--- config.mk ---
export PLATFORM = sky130hd
export DESIGN_NAME = mem_stage_lat
export DESIGN_NICKNAME = d
export VERILOG_FILES = /design/src/rtl/mem_stage_lat.sv
export SDC_FILE = /design/constraint.sdc
export NUM_CORES = 1
export LEC_CHECK = 0
export BUFFER_PORTS_ARGS = -buffer_cell sky130_fd_sc_hd__buf_2
export CAP_MARGIN = 0
export CORE_ASPECT_RATIO = 0.8
export CORE_UTILIZATION = 30
export CTS_CLUSTER_SIZE = 30
export DETAILED_ROUTE_END_ITERATION = 8
export GPL_ROUTABILITY_DRIVEN = 0
export GPL_TIMING_DRIVEN = 0
export SLEW_MARGIN = 0
export SYNTH_ARGS = -nofsm -noshare
export SYNTH_HDL_FRONTEND = slang
export SYNTH_SLANG_ARGS = --single-unit
--- constraint.sdc ---
create_clock -name clk -period 2.21 [get_ports clk]
set_input_delay 0.442 -clock clk [delete_from_list [all_inputs] [get_ports clk]]
set_output_delay 0.442 -clock clk [all_outputs]
set_load 0.01 [all_outputs]
--- src/rtl/mem_stage_lat.sv ---
// mem_stage_lat: EX->WB memory stage with sub-word load extraction and variable-latency read wait.
// Optional misaligned-access trap enabled by MEM_ALIGN_CHECK_EN.
module mem_stage_lat #(
  parameter int DATA_W   = 32,
  parameter int MAX_WAIT = 15,
  parameter int RF_AW    = 5
) (
  input  logic              clk,
  input  logic              rst,
  input  logic              flush,
  input  logic              hold,
  input  logic              in_valid,
  input  logic [31:0]       in_pc,
  input  logic [4:0]        in_mem_op,
  input  logic              in_sel_rf_res,
  input  logic              in_rf_we,
  input  logic [RF_AW-1:0]  in_rf_waddr,
  input  logic [DATA_W-1:0] in_ex_result,
  input  logic              data_rvalid,
  input  logic [DATA_W-1:0] data_rdata,
  output logic              stall_req,
  output logic              wb_valid,
  output logic [31:0]       wb_pc,
  output logic              wb_rf_we,
  output logic [RF_AW-1:0]  wb_rf_waddr,
  output logic [DATA_W-1:0] wb_rf_wdata,
  output logic              mem_timeout,
  output logic              align_err
);
  localparam int CW = $clog2(MAX_WAIT + 1);
  localparam logic [CW-1:0] MAX_C = CW'(MAX_WAIT);
  typedef enum logic [1:0] {IDLE, WAIT, DONE} state_t;
  typedef struct packed {
    logic              valid;
    logic [31:0]       pc;
    logic [4:0]        op;
    logic              sel;
    logic              we;
    logic [RF_AW-1:0]  waddr;
    logic [DATA_W-1:0] res;
  } stage_t;
  stage_t stage_q, stage_d;
  state_t state_q;
  logic [CW-1:0] cnt_q, cnt_d;
  logic [DATA_W-1:0] rdata_q, ext;
  logic timeout_q, align_q, cap, is_load, mis;
  logic [7:0] byte_v;
  logic [15:0] half_v;
  assign stage_d = in_valid ? {1'b1, in_pc, in_mem_op, in_sel_rf_res, in_rf_we, in_rf_waddr, in_ex_result} : '0;
  assign cap = !hold && state_q != WAIT;
  assign is_load = in_valid && |in_mem_op;
  assign cnt_d = cnt_q + CW'(1);
`ifdef MEM_ALIGN_CHECK_EN
  assign mis = is_load && ((|in_mem_op[2:1] && in_ex_result[0]) || (in_mem_op[0] && |in_ex_result[1:0]));
`else
  assign mis = 1'b0;
`endif
  always_ff @(posedge clk) begin
    if (rst || flush) begin
      stage_q   <= '0;
      state_q   <= IDLE;
      cnt_q     <= '0;
      rdata_q   <= '0;
      timeout_q <= 1'b0;
      align_q   <= 1'b0;
    end else begin
      timeout_q <= 1'b0;
      if (cap) begin
        stage_q <= stage_d;
        align_q <= mis;
        rdata_q <= '0;
        cnt_q   <= '0;
        state_q <= mis ? DONE : is_load ? WAIT : IDLE;
      end else if (state_q == WAIT) begin
        cnt_q <= cnt_d;
        if (data_rvalid) begin
          rdata_q <= data_rdata;
          state_q <= DONE;
        end else if (cnt_d == MAX_C) begin
          rdata_q   <= '0;
          timeout_q <= 1'b1;
          state_q   <= DONE;
        end
      end
    end
  end
  // Little-endian: byte lane selected by off, halfword lane by off[1].
  always_comb begin
    byte_v = rdata_q[{stage_q.res[1:0], 3'b000} +: 8];
    half_v = stage_q.res[1] ? rdata_q[31:16] : rdata_q[15:0];
    ext = stage_q.op[4] ? {{(DATA_W-8){byte_v[7]}}, byte_v} :
          stage_q.op[3] ? {{(DATA_W-8){1'b0}}, byte_v} :
          stage_q.op[2] ? {{(DATA_W-16){half_v[15]}}, half_v} :
          stage_q.op[1] ? {{(DATA_W-16){1'b0}}, half_v} : rdata_q;
  end
  assign stall_req   = state_q == WAIT;
  assign wb_valid    = state_q == DONE || (state_q == IDLE && stage_q.valid);
  assign wb_pc       = stage_q.pc;
  assign wb_rf_we    = wb_valid && stage_q.we && !align_q;
  assign wb_rf_waddr = stage_q.waddr;
  assign wb_rf_wdata = stage_q.sel ? ext : stage_q.res;
  assign mem_timeout = timeout_q;
  assign align_err   = wb_valid && align_q;
endmodule

==> results.toml <==
[run_status]
status = "complete, but fails checks"
violations = "setup timing"

[logic_synthesis]
syn_area_per_cell_um2 = 9.706
syn_area_mm2 = 0.005329
synth-edff-count = 0
ys_ff_latch = 115
seq_area_frac_synth = 0.4320
synth_ff_type = "dfxtp_1"
synthArstFlopShare = 0
synthCells = 549
synth_fp_nets = 665
ys.warnings.count = 0
synth.distinct_cells = 43

[cts]
hold_buffers = 0
cts_buffers = 17
root_buffer = "clkbuf_16"
clk_latency_ns = 0.42
ctsLongestPathBuffers = 2
cts_tree = "built"
cts.sink_count = 115
htree_levels = 4
clkSlewWorstSetupHoldPaths_ns = 0.06

[cells_and_area]
diodes = 0
syn_to_final_growth_pct = 38.79
final_cells = 997
drive_gt1_frac = 0.4249
final_util = 0.4256
nets = 875

[worst_setup_path]
worstPathMaxFanout = 5
required_ns = 1.77
end_kind = "output port"
start_kind = "flip-flop"
path_class = "flip-flop to output port"
cp.arrival_ns = 2.00

[pwr]
power.density_mw_per_mm2 = 771.3
vdd_ir_drop_max_v = 0.0004219
leakagePower_nw = 3.389

[sta]
fin_crit_sh = 1.105
final_max_slew_viol_count = 0
slew-limit-headroom = 0.6095
finalSetupViolations = 32
setup_ws_ns = -0.2317
min_period_ns = 2.442
timing_hold_violations_final = 0
rsz0062_at_grt = "true"
clock_skew_ns = 0.007822
clock.fmax_mhz = 409.5
worst_slew_pin_slew_ns = 0.5818

[min_path]
hold_class = "input port to flip-flop"

[placed_design]
dp.cells = 960
dp_hpwl_um = 12800
pre_cts_ws_ns = 0.04627
portBuffers = 186

[grt]
use_met1 = 0.2632
antenna_found_initial = 0
grt-ovfl-total = 0
grt_pass1_wl_um = 25890
top_usage_layer = "met2"
grt_usage = 0.1922
use_met2 = 0.2844
met3_usage = 0.06692
grt_pass1_vias = 4665
grt_max_degree = 17

[floorplan]
core_mm2 = 0.01738
die_w_um = 151.0
die_h_um = 121.2
initial_utilization = 0.3066
rows = 43
die-area_mm2 = 0.01830
io_pins = 188

[routing]
final_antenna_net_count = 0
drt_iter0_drc = 246
drt_pre_antenna_iters = 6
avgRoutedWirePerCell_um = 17.33
drt_wl_total_um = 17280
num_vias = 4982
via_per_inst = 4.997
drcViolationCount = 0

[run]
maxCapViolCount = 0
timing repair:
| action | 4_1_cts | 5_1_grt |
|---|---|---|
| setup buffers | 3 | 1 |
| gates resized for setup | 32 | 15 |
| pin swaps | 27 | 0 |
| cloned | 2 | 0 |
| endpoints found under the setup margin | 32 | 32 |
stage by stage:
step	cell area [um2]	TNS, ns	power (mW)	hold slack, ns
global placement	6541	-0.0009462	2.567	0.4580
CTS	7361	-6.136	5.756	0.2193
floorplan	5329	0	2.365	0.4276
detailed placement	6541	0	2.567	0.4572
global route	7396	-7.751	5.891	0.2191
finish	7396	-5.652	5.704	0.2350
synth_stat cells (16+ instances only):
master | n | area share
a21oi_1 | 22 | 0.021
a22o_1 | 75 | 0.12
a32oi_1 | 32 | 0.053
buf_2 | 20 | 0.019
buf_4 | 43 | 0.061
clkbuf_1 | 16 | 0.011
dfxtp_1 | 115 | 0.43
mux2i_1 | 20 | 0.038
nand2_1 | 63 | 0.044
nor2_1 | 17 | 0.012
o21ai_1 | 31 | 0.029
o22a_1 | 24 | 0.039
kinds of logic (layout without fill, tap and decap cells):
| logic type | count (synthesis) | count (layout) | share of synthesized area |
|---|---|---|---|
| mux | 29 | 29 | 0.06926 |
| buf+inv | 96 | 319 | 0.1146 |
| xor+xnor | 1 | 1 | 0.001644 |
| other cells | 1 | 1 | 0.0007037 |
| simple gates | 93 | 93 | 0.07490 |
| flops | 115 | 115 | 0.4320 |
| compound gates | 212 | 212 | 0.3022 |
| fa+ha+maj | 2 | 2 | 0.004695 |
flip-flops by register name, summed over array words and instances, names as in the netlist:
signal,count
rdata_q,32
wb_pc,32
state_q,2
stage_q,39
cnt_q,4
wb_rf_waddr,5
mem_timeout,1
metal layers:
metal	part of all wire	vias to the layer above
met2	0.44	183
met3	0.086	12
met5	0	-
met1	0.47	2338
li1	-	2449
met4	0.0065	0
worst paths after layout:
path | depth (start not counted) | slack (ns) | end | startpoint
max | 6 | -0.23 | wb_rf_wdata[15] | stage_q[0]
min | 2 | 0.23 | wb_pc[12] | in_pc[12]
max reg2reg | 5 | 0.26 | rdata_q[5] | cnt_q[0]
min reg2reg | 1 | 0.47 | wb_pc[16] | wb_pc[16]
cell type report:
cell class              instances  area [um2]
inverters                       6       25.02
well taps                     225       281.5
clock buffers                  22       464.2
repair buffers                192        1047
multi-input cells             338        2451
fillers                      1748        9982
flip-flops and latches        115        2316
plain buffers                  89       608.1
clock inverters                10       202.7
placed cells by master, fill, tap and decap left out, drive strengths merged, types with 3 or more instances in the layout:
cell | Yosys | routed
buf | 73 | 265
dfxtp | 115 | 115
a22o | 75 | 75
nand2 | 65 | 65
o21ai | 39 | 39
clkbuf | 17 | 38
a32oi | 32 | 32
o22a | 24 | 24
a21oi | 23 | 23
mux2i | 20 | 20
nor2 | 17 | 17
o211ai | 7 | 7
mux4 | 6 | 6
o21a | 6 | 6
bufinv | 0 | 6
inv | 6 | 6
clkinv | 0 | 3
mux2 | 3 | 3
where the power goes:
group / total [mW] / switching [mW] / internal [mW]
clock network: 3.17 / 0.999 / 2.17
registers: 2.13 / 0.0249 / 2.11
logic: 0.406 / 0.206 / 0.200
total: 5.70 / 1.23 / 4.47
critical path, cell delays in order (launching register included):
cell,delay (ns)
dfxtp_2,0.34
mux4_2,0.55
nand2_2,0.10
nand2_4,0.10
buf_6,0.15
o22a_1,0.19
buf_2,0.15
(Power assumes the default switching activity.)
